`src/rtl/mtm_alu_seq_ctrl.sv`:
```
// Frame sequencer for the serial ALU: deserializer -> ALU core -> serializer.
// Bad frames bypass the core; a watchdog drops frames whose core never answers.
module mtm_alu_seq_ctrl #(
    parameter int TIMEOUT_CYCLES = 1024,
    parameter int CNT_W          = 16
) (
    input  logic             clk,
    input  logic             rst_n,
    input  logic             des_valid,
    input  logic             des_frame_err,
    input  logic             des_crc_err,
    output logic             des_ack,
    output logic             core_start,
    input  logic             core_done,
    input  logic             core_op_err,
    output logic             ser_req,
    input  logic             ser_ack,
    input  logic             ser_busy,
    output logic             ser_sel,
    output logic [2:0]       err_flags,
    output logic             timeout,
    output logic             busy,
    output logic [CNT_W-1:0] frame_cnt,
    output logic [CNT_W-1:0] err_cnt
);

    localparam int WD_W = $clog2(TIMEOUT_CYCLES);

    typedef enum logic [1:0] {IDLE, WAIT_CORE, SEND, WAIT_SER} state_t;

    state_t           state, state_nxt;
    logic [WD_W-1:0]  wdog;
    logic             accept, bad_frame, core_fin, wd_expire, ser_take;
    logic             des_ack_nxt, core_start_nxt, timeout_nxt, ser_sel_nxt;
    logic [2:0]       err_flags_nxt;
    logic [CNT_W-1:0] frame_cnt_nxt, err_cnt_nxt;

    function automatic logic [CNT_W-1:0] sat_inc(input logic [CNT_W-1:0] v);
        return (&v) ? v : v + CNT_W'(1);
    endfunction

    assign accept    = (state == IDLE) && des_valid;
    assign bad_frame = des_frame_err || des_crc_err;
    assign core_fin  = (state == WAIT_CORE) && core_done;
    // core_done on the final watchdog cycle takes priority over the abort
    assign wd_expire = (state == WAIT_CORE) && !core_done &&
                       (wdog == WD_W'(TIMEOUT_CYCLES - 1));
    assign ser_req   = (state == SEND) && !ser_busy;
    assign ser_take  = ser_req && ser_ack;
    assign busy      = (state != IDLE);

    always_ff @(posedge clk or negedge rst_n) begin
        if (!rst_n) begin
            state      <= IDLE;
            wdog       <= '0;
            des_ack    <= 1'b0;
            core_start <= 1'b0;
            timeout    <= 1'b0;
            ser_sel    <= 1'b0;
            err_flags  <= 3'b000;
            frame_cnt  <= '0;
            err_cnt    <= '0;
        end else begin
            state      <= state_nxt;
            wdog       <= accept ? '0 : (state == WAIT_CORE) ? wdog + WD_W'(1) : wdog;
            des_ack    <= des_ack_nxt;
            core_start <= core_start_nxt;
            timeout    <= timeout_nxt;
            ser_sel    <= ser_sel_nxt;
            err_flags  <= err_flags_nxt;
            frame_cnt  <= frame_cnt_nxt;
            err_cnt    <= err_cnt_nxt;
        end
    end

    always_comb begin
        state_nxt = state;
        case (state)
            IDLE:      if (accept) state_nxt = bad_frame ? SEND : WAIT_CORE;
            WAIT_CORE: if (core_fin) state_nxt = SEND;
                       else if (wd_expire) state_nxt = IDLE;
            SEND:      if (ser_take) state_nxt = WAIT_SER;
            WAIT_SER:  if (!ser_busy) state_nxt = IDLE;
            default:   state_nxt = IDLE;
        endcase
    end

    always_comb begin
        des_ack_nxt    = accept;
        core_start_nxt = accept && !bad_frame;
        timeout_nxt    = wd_expire;
        ser_sel_nxt    = ser_sel;
        err_flags_nxt  = err_flags;
        frame_cnt_nxt  = accept ? sat_inc(frame_cnt) : frame_cnt;
        err_cnt_nxt    = (wd_expire || (ser_take && ser_sel)) ? sat_inc(err_cnt) : err_cnt;
        if (accept) begin
            ser_sel_nxt   = bad_frame;
            err_flags_nxt = bad_frame ? {des_frame_err, des_crc_err, 1'b0} : 3'b000;
        end else if (core_fin) begin
            ser_sel_nxt   = core_op_err;
            err_flags_nxt = {err_flags[2:1], core_op_err};
        end
    end

endmodule

```
`config.mk`:
```
export PLATFORM = sky130hd
export DESIGN_NAME = mtm_alu_seq_ctrl
export DESIGN_NICKNAME = d
export VERILOG_FILES = /design/src/rtl/mtm_alu_seq_ctrl.sv
export SDC_FILE = /design/constraint.sdc
export NUM_CORES = 1
export LEC_CHECK = 0
export ABC_AREA = 1
export CAP_MARGIN = 10
export CORE_MARGIN = 2
export CORE_UTILIZATION = 30
export DETAILED_ROUTE_END_ITERATION = 10
export SYNTH_ARGS = -nofsm -noshare
export SYNTH_HDL_FRONTEND = slang
export SYNTH_SLANG_ARGS = --single-unit
```
`constraint.sdc`:
```
create_clock -name clk -period 2.87 [get_ports clk]
set_input_delay 0.287 -clock clk [delete_from_list [all_inputs] [get_ports clk]]
set_output_delay 0.287 -clock clk [all_outputs]
set_load 0.02 [all_outputs]
```
==> results of run 1 <==
-- state kept, by name (all words and copies together), names as in the netlist --
name and flops:
wdog 10, err_flags 3, state 2, des_ack 1, timeout 1, ser_sel 1, err_cnt 16, core_start 1
frame_cnt 16
-- report_power, final --
part / switching [mW] / total [mW] / internal (mW)
sequential: 0.143 / 0.991 / 0.848
combinational: 0.473 / 0.799 / 0.325
clock: 0.239 / 0.587 / 0.348
total: 0.855 / 2.38 / 1.52
-- cell families after synthesis --
family | Yosys count
AND/OR/NAND/NOR | 257
XOR/XNOR | 19
buffers and inverters | 46
AO/OA/AOI/OAI | 30
flip-flops | 51
adder cells (fa/ha/maj) | 3
-- worst paths after layout --
check | startpoint | to | cells after the start
setup / recovery | state[0] | ser_req | 4
hold / removal | rst_n | err_cnt[14] | 1
setup reg to reg | err_cnt[0] | err_cnt[15] | 7
hold reg to reg | err_flags[1] | err_flags[1] | 2
max in group asynchronous | rst_n | des_ack | 2
min in group clk | err_flags[1] | err_flags[1] | 2
-- layout make-up --
class                      count  share of cell area
inverter                      40             0.04062
multi-input combinational    309              0.3968
timing repair buffer          51              0.1354
tap                          133             0.04502
sequential                    51              0.3453
clock inverter                 3             0.01828
clock buffer                   5             0.01862
-- worst max-delay path, cell delays in order (launching register included) --
cell and delay, ps:
dfrtp_1 460, nor2_1 170, inv_1 80, nor2_1 90
clkdlybuf4s50_1 610
-- metrics by stage --
step | cell area, um^2 | total power, mW | instances | util
after CTS | 3696 | 2.415 | 592 | 0.3834
final | 3696 | 2.376 | 592 | 0.3834
after floorplan | 2940 | 1.501 | 406 | -
after detailed placement | 3560 | 1.812 | 584 | 0.3693
after global placement | 3560 | 1.795 | 584 | 0.3693
after global routing | 3696 | 2.557 | 592 | 0.3834
-- cells in the mapped netlist --
library cell    n  area [um^2]
nor2_4          1        11.26
dfrtp_1        51         1276
nand3_2         2        20.02
a22oi_1         1        7.510
o21a_1          1        7.510
nand2_1       157        589.3
ha_1            3        37.54
nand2_2         4        25.02
o22ai_1         2        12.51
xor2_1          7        61.31
nor3_1          2        10.01
o21ai_0        19        95.09
xnor2_1        12        105.1
inv_1          38        142.6
nand2_4         1        11.26
nand3_1        35        175.2
a21oi_1         6        30.03
nor2_1         40        150.1
a22o_1          1        8.760
inv_2           2        7.510
buf_4           2        15.01
buf_2           2        10.01
nor2_2          5        31.28
nand4_4         1        21.27
nand4_1         9        56.30
buf_6           2        22.52
-- routing by layer --
| metal | vias to the layer above | GRT usage | routed length (um) |
|---|---|---|---|
| met5 | - | 0 | 0 |
| met4 | 0 | 0.03138 | 53 |
| met3 | 5 | 0.02644 | 279 |
| met2 | 57 | 0.2338 | 3282 |
| met1 | 1225 | 0.1836 | 3108 |
| li1 | 1394 | - | - |
==> impl_results.md, run 1 <==
- Data required time of the worst path: ~2600 ps
- Setup-failing EPs final: 0
- Multi-input logic area: 0.001466 mm^2
- GRT Overall Usage: 0.1382
- Syn Area/Cell: between 7 and 8 um^2
- Layout Area Growth over Synthesis: 25.70%
- # rows: 36
- CTS Root Cell: clkbuf_8
- H-tree levels: 2
- Area share of xor/xnor cells in the synthesized design: 0.05660
- PnR worst setup slack: approximately 900 ps
- Violation count after the first detailed-route iteration: 109
- Core ar.: 0.009639 mm^2
- Total wire length: around 6700 um
- CTS Hold Buffers Added: 0
- Commonest non-fill, non-tap cells in the layout: nand2_1, dfrtp_1, clkdlybuf4s50_1
- Clock-pin slew of the registers on the worst-case setup and hold paths: 90 ps
- Ports: 50
- Overflow after GRT: 0
- Clock period minus worst slack: just under 2000 ps
- First-pass GRT wire length: around 12000 um
- CP Class: flip-flop to output pin
- Share of layout cells above drive strength 1: 0.05882
- Hold_ws: 40.52 ps
- CP max FO: 6
- Worst Max-Slew Pin Slew: about 720 ps
- Most common cell after layout, fill and taps aside: nand2_1
- Worst rel slew slack: 0.5183
- Fmax: 0.5056 GHz
- Clk buf depth: 2
- Clk Latency, worst-skew pair: 300 ps
- IO Port Bufs: 49
- Final Slew Violations: 0
- Initial antenna violation count: 0
- Num CTS Buffers: 5
- Ys Warns: 0
- Startpoint types: flip-flop
- Cell area after synthesis: 0.002940 mm^2
- DIE AREA: 0.01061 mm^2
- DRT Pass-1 Iters: 5
- Die Span X: between 100 and 150 um
- Nets: 470
- Post-route ant nets: 0
- Largest family of logic cells by synthesized area: simple AND/OR/NAND/NOR gates
- Worst Path Arrival: between 1500 and 2000 ps
- Simple-Gate Fraction of Synth Area: 0.3745
- Yosys reg bits: 51
- CP Capture Type: output pin
- Setup tns final: 0 ps
- Initial core utilization: 0.3050
- Die height: 103 um
- Max-Cap Viols: 0
- RSZ-0062 raised after global routing: no
- Flip-flop and latch area: ~0.0013 mm^2
- Via count: 2681
- CTS Sinks: 51
- R2R Setup Slk: 1080 ps
- Synth Area in Compound Gates: 0.05489
- HPWL after DPL: roughly 5100 um
- Resized cells post-CTS: 0
- Endpoints failing hold: 0
- Post-CTS setup buffer count: 0
- Post-Synth Adder-Cell Area: 0.01277
- Pre-CTS setup slack: about 1000 ps
- Filler cells: 1018
- Vias in the first global route: 2573
- Post-synthesis sequential area ratio: 0.4340
- Clock Skews: about 12 ps
- N_diodes: 0
- Max IR drop VDD: 0.4079 mV
- Largest net degree at the start of global routing: 34
- Mapped Cells: 406
- Outcome: completed
- Hold Crit Class: input pin to asynchronous set/reset pin
- P per Cell Area: 642.9 mW/mm^2
- Period Utilization, post-route: 0.6892
- Mux contribution to synthesized area: 0
- Syn Nets: about 420
- Avg WL per Cell: about 11 um
- TritonCTS clock tree: built
- P_leak: 1.707 nW
- Drt drc: 0
- Cell variety after synth: 26
- Routability Congestion: 0.8356
- Vias per std cell: around 4.5
No activity file was read; power rests on OpenSTA's default activity.
==> run 2, diff against run 1 <==
clock period = 1.75 ns   (was 2.87 ns; I/O delays follow)
==> impl_results.md, run 2 (synthesis gave the netlist of run 1 again) <==
- Outcome: completed
- Busiest grt layer: met2
- Violation count after the first detailed-route iteration: 108 (-0.92%)
- CP Class: flip-flop to output pin
- # rows: 36 (unchanged)
- CP Capture Type: output pin
- Filler cells: 1023 (+0.49%)
- Worst Path Arrival: 1460 ps (-230 ps)
- IO Port Bufs: 49 (unchanged)
- Final Slew Violations: 0 (unchanged)
- Fmax: 0.6107 GHz
- Via count: 2705 (+0.90%)
- Initial antenna violation count: 0 (unchanged)
- Vias per std cell: 4.493 (-0.78%)
- CTS Sinks: 51 (unchanged)
- CP max FO: 7 (+1)
- Largest net degree at the start of global routing: 39 (+15%)
- First-pass GRT wire length: 11800 um (-0.35%)
- Crit path cell chain: clkdlybuf4s50_1
- CTS Root Cell: clkbuf_8
- Commonest non-fill, non-tap cells in the layout: nand2_1, dfrtp_1, clkdlybuf4s50_1
- Die height: 103 um (unchanged)
- Initial core utilization: 0.3050 (unchanged)
- P_leak: 1.764 nW (+3.3%)
- Layout Area Growth over Synthesis: 28.38%
- M3 GR Usage: 0.02712 (+0.0006780)
- GRT Overall Usage: 0.1383 (about the same)
- Setup tns final: 0 ps (unchanged)
- Vias in the first global route: 2518 (-2.1%)
- Hold_ws: 311.2 ps (+270.6 ps)
- H-tree levels: 2 (unchanged)
- N_diodes: 0 (unchanged)
- Critical path's slowest cell: clkdlybuf4s50_1
- DRT Pass-1 Iters: 5 (unchanged)
- Flip-flop and latch area: 0.001276 mm^2 (unchanged)
- Largest regs: err_cnt (16), frame_cnt (16), wdog (10)
- DIE AREA: 0.01061 mm^2 (unchanged)
- Clock period minus worst slack: 1638 ps
- Max-Cap Viols: 0 (unchanged)
- Endpoints failing hold: 0 (unchanged)
- Num CTS Buffers: 5 (unchanged)
- Clock-pin slew of the registers on the worst-case setup and hold paths: 90 ps (about the same)
- Most common cell after layout, fill and taps aside: nand2_1
- RSZ-0062 raised after global routing: no
- Met1 GRT Util: 0.1892 (+0.005667)
- Worst Max-Slew Pin Slew: 334.9 ps (-387.6 ps)
- Multi-input logic area: 0.001498 mm^2 (+2.1%)
- Startpoint types: flip-flop
- Period Utilization, post-route: 0.9357
- Clk buf depth: 2 (unchanged)
- Core Util, Final: 0.3916 (+0.008178)
- P per Cell Area: 994.7 mW/mm^2 (+55%)
- CP bufs+invs: 1 (-1)
- Overflow after GRT: 0 (unchanged)
- Total wire length: 6876 um (+2.3%)
- Core ar.: 0.009639 mm^2 (unchanged)
- HPWL after DPL: 5249 um (+2.4%)
- Drt drc: 0 (unchanged)
- Max IR drop VDD: 0.7551 mV (+85%)
- Nets: 480 (+2.1%)
- Clock Skews: 8.296 ps (-3.554 ps)
- Clk Latency, worst-skew pair: 300 ps (about the same)
- Avg WL per Cell: 11.42 um (+0.58%)
- Slowest cell delay on critical path: 660 ps (+50 ps)
- Post-route ant nets: 0 (unchanged)
- Cell family with most CP delay: buffers and inverters
- Data required time of the worst path: 1570 ps (-1010 ps)
- M2 GR Usage: 0.2258 (-0.007992)
- Share of layout cells above drive strength 1: 0.07889 (+0.02007)
- TritonCTS clock tree: built
- Ports: 50 (unchanged)
- Hold Crit Class: input pin to asynchronous set/reset pin
- Worst rel slew slack: 0.7759 (+0.2576)
- Setup-failing EPs final: 0 (unchanged)
- Die Span X: 103 um (unchanged)
- Routability Congestion: 0.8787 (+5.2%)
## run 2: worst reg2reg max path, cell delays in order, from the launching register on
cell and delay (ps):
dfrtp_1 400, ha_1 180, nand2_1 80, nor2_2 170, nand3_1 160, o21ai_0 310, nand2_1 90, nand2_1 70
nand2_1 50
## run 2: what timing repair did
item                                    in CTS  in global routing
buffers inserted                             0                  0
hold endpoints to repair                    13                  0
resized for setup                            1                  5
endpoints found under the setup margin       1                 17
cloned                                       0                  1
pin swaps                                    0                  1
hold buffers                                 1                  0
## run 2: path summary, 6_finish.rpt
| path | startpoint | end | slack (ps) | depth (start not counted) |
|---|---|---|---|---|
| min in group clk | des_frame_err | err_flags[2] | 480 | 3 |
| max in group asynchronous | rst_n | frame_cnt[0] | 940 | 3 |
| max reg2reg | wdog[0] | state[0] | 160 | 8 |
| min | rst_n | core_start | 310 | 2 |
| max | err_cnt[2] | err_cnt[2] | 110 | 1 |
| min reg2reg | err_flags[1] | err_flags[1] | 510 | 2 |
## run 2: layout make-up
| cell class | count | share of cell area |
|---|---|---|
| well taps | 133 | 0.04408 |
| clock buffers | 8 | 0.02652 |
| flip-flops and latches | 51 | 0.3381 |
| inverters | 40 | 0.03977 |
| multi-input cells | 310 | 0.3968 |
| repair buffers | 60 | 0.1548 |
## run 2: per-stage QoR
stage / instances / area [um^2] / total power, mW / worst slack, ps
2_1_floorplan: 406 / 2940 / 2.461 / 112.4
3_3_place_gp: 592 / 3632 / 3.035 / 136.7
3_5_place_dp: 592 / 3632 / 3.056 / 108.0
4_1_cts: 601 / 3741 / 3.814 / 16.92
5_1_grt: 602 / 3775 / 4.028 / 1.861
6_report: 602 / 3775 / 3.755 / 112.5
## run 2: report_power, final
part / total [mW] / internal [mW] / switching (mW)
registers: 1.62 / 1.39 / 0.227
logic: 1.40 / 0.596 / 0.809
clock network: 0.733 / 0.362 / 0.371
total: 3.76 / 2.35 / 1.41
## run 2: per-layer routing
metal	up-vias	wire length (um)	part of all wire
met1	1232	3341	0.49
met3	4	240	0.035
met5	-	0	0
met2	46	3242	0.47
li1	1423	-	-
met4	0	52	0.0076
==> run 3, diff against run 2 <==
clock period = 2.1 ns   (was 1.75 ns; I/O delays follow)
==> impl_results.md, run 3 (synthesis gave the netlist of run 1 again) <==
- Overflow after GRT: 0 (unchanged)
- P_leak: 1.689 nW (-4.2%)
- Violation count after the first detailed-route iteration: 88 (-19%)
- Via count: 2728 (+0.85%)
- Total Power: 3.038 mW (-19%)
- H-tree levels: 2 (unchanged)
- CP max FO: 6 (-1)
- Violated checks: hold timing
- Worst rel slew slack: 0.5534 (-0.2225)
- Fmax: 0.5216 GHz
- Worst Path Arrival: 1710 ps (+250 ps)
- Clock Skews: 15.78 ps (+7.483 ps)
- Startpoint types: flip-flop
- Most common cell after layout, fill and taps aside: nand2_1
- Internal Power: 1.845 mW (-21%)
- CTS Root Cell: clkbuf_8
- CP Capture Type: output pin
- Combinational power share: 0.366 (-0.008)
- Clock-pin slew of the registers on the worst-case setup and hold paths: 90 ps (about the same)
- Vias in the first global route: 2602 (+3.3%)
- Setup-failing EPs final: 0 (unchanged)
- Routability Congestion: 0.8800 (+0.15%)
- Core ar.: 0.009639 mm^2 (unchanged)
- DRT Pass-1 Iters: 4 (-1)
- Outcome: complete, but fails checks
- Share of layout cells above drive strength 1: 0.06087 (-0.01802)
- First-pass GRT wire length: 11770 um (-0.24%)
- Commonest non-fill, non-tap cells in the layout: nand2_1, dfrtp_1, clkdlybuf4s50_1
- CTS Sinks: 51 (unchanged)
- Max-Cap Viols: 0 (unchanged)
- Initial antenna violation count: 0 (unchanged)
- Clk Latency, worst-skew pair: 310 ps (about the same)
- Vias per std cell: 4.600 (+2.4%)
- CTS Hold Buffers Added: 0 (-1)
- Total wire length: 6881 um (about the same)
- Post-Layout Cell Count: 593 (-1.5%)
- Num CTS Buffers: 5 (unchanged)
- N_diodes: 0 (unchanged)
- Clk buf depth: 2 (unchanged)
- GRT Overall Usage: 0.1396 (+0.001246)
- CP Class: flip-flop to output pin
- # rows: 36 (unchanged)
- Design area: 0.003656 mm^2 (-3.1%)
- Placed instance area: 0.003567 mm^2 (-1.8%)
- Ports: 50 (unchanged)
- TritonCTS clock tree: built
- Largest net degree at the start of global routing: 52 (+33%)
- Setup tns final: 0 ps (unchanged)
- Final Slew Violations: 0 (unchanged)
- HPWL after DPL: 5164 um (-1.6%)
- Post-route ant nets: 0 (unchanged)
- Switching part of the total: 0.3926 (+0.01806)
- Initial core utilization: 0.3050 (unchanged)
- Filler cells: 1040 (+1.7%)
- RSZ-0062 raised after global routing: no
- Avg WL per Cell: 11.60 um (+1.6%)
- Clk pwr share: 0.187 (-0.008)
- Max IR drop VDD: 0.5309 mV (-30%)
- P per Cell Area: 830.9 mW/mm^2 (-16%)
- Drt drc: 0 (unchanged)
- Hold_ws: -5.397 ps (-316.6 ps)
- Pre-CTS setup slack: 280.5 ps (+172.5 ps)
- Switch Pwr: 1.192 mW (-15%)
- Nets: 471 (-1.9%)
- Core Util, Final: 0.3793 (-0.01233)
- Data required time of the worst path: 1890 ps (+320 ps)
- PnR worst setup slack: 182.7 ps (+70.30 ps)
- Post-CTS setup buffer count: 0 (unchanged)
- Period Utilization, post-route: 0.9130
- Hold Crit Class: input pin to asynchronous set/reset pin
- IO Port Bufs: 49 (unchanged)
- Endpoints failing hold: 3 (+3)
- Clock period minus worst slack: around 1900 ps
- Die height: 103 um (unchanged)
- Worst Max-Slew Pin Slew: 669.8 ps (+335.0 ps)
- DIE AREA: 0.01061 mm^2 (unchanged)
- Die Span X: 103 um (unchanged)
- Register share of total power: 0.447 (+0.016)
- Layout Area Growth over Synthesis: 24.34%
- Resized cells post-CTS: 0 (-1)
- Inst Count DP: 585 (-1.2%)
- Largest regs: err_cnt (16), frame_cnt (16), wdog (10)
run 3: final timing paths:
kind	start	end	slack [ps]	depth (start not counted)
worst min-delay path	rst_n	err_cnt[13]	-5	2
max in group asynchronous	rst_n	state[0]	1630	2
min in group clk	core_op_err	err_flags[0]	490	3
worst max-delay path	state[0]	ser_req	180	4
worst max register to register	frame_cnt[0]	frame_cnt[8]	290	8
worst min register to register	err_flags[1]	err_flags[1]	500	2
run 3: final cells by class:
class                      count  area [um^2]  area share
sequential                    51         1276      0.3491
tap                          133        166.4     0.04552
inverter                      40        150.1     0.04107
timing repair buffer          52        508.0      0.1389
clock inverter                 3        20.02    0.005476
multi-input combinational    309         1466      0.4011
clock buffer                   5        68.82     0.01882
run 3: power by group through the flow:
stage | Combinational [mW] | Sequential, mW | Clock [mW]
after floorplan | 0.587 | 1.46 | 0
after global placement | 1.10 | 1.37 | 0
after detailed placement | 1.13 | 1.37 | 0
after CTS | 1.13 | 1.36 | 0.602
after global routing | 1.24 | 1.39 | 0.639
final | 1.11 | 1.36 | 0.567
run 3: per-layer routing:
| metal | wire length (um) | GRT usage | vias up |
|---|---|---|---|
| met5 | 0 | 0 | - |
| li1 | - | - | 1383 |
| met3 | 266 | 0.03051 | 4 |
| met4 | 44 | 0.03441 | 0 |
| met2 | 3398 | 0.2393 | 47 |
| met1 | 3172 | 0.1791 | 1294 |
run 3: worst max-delay path: stages (launching register included):
cell,delay [ps]
dfrtp_1,460
nor2_1,180
inv_1,80
nor2_1,80
clkdlybuf4s50_1,600
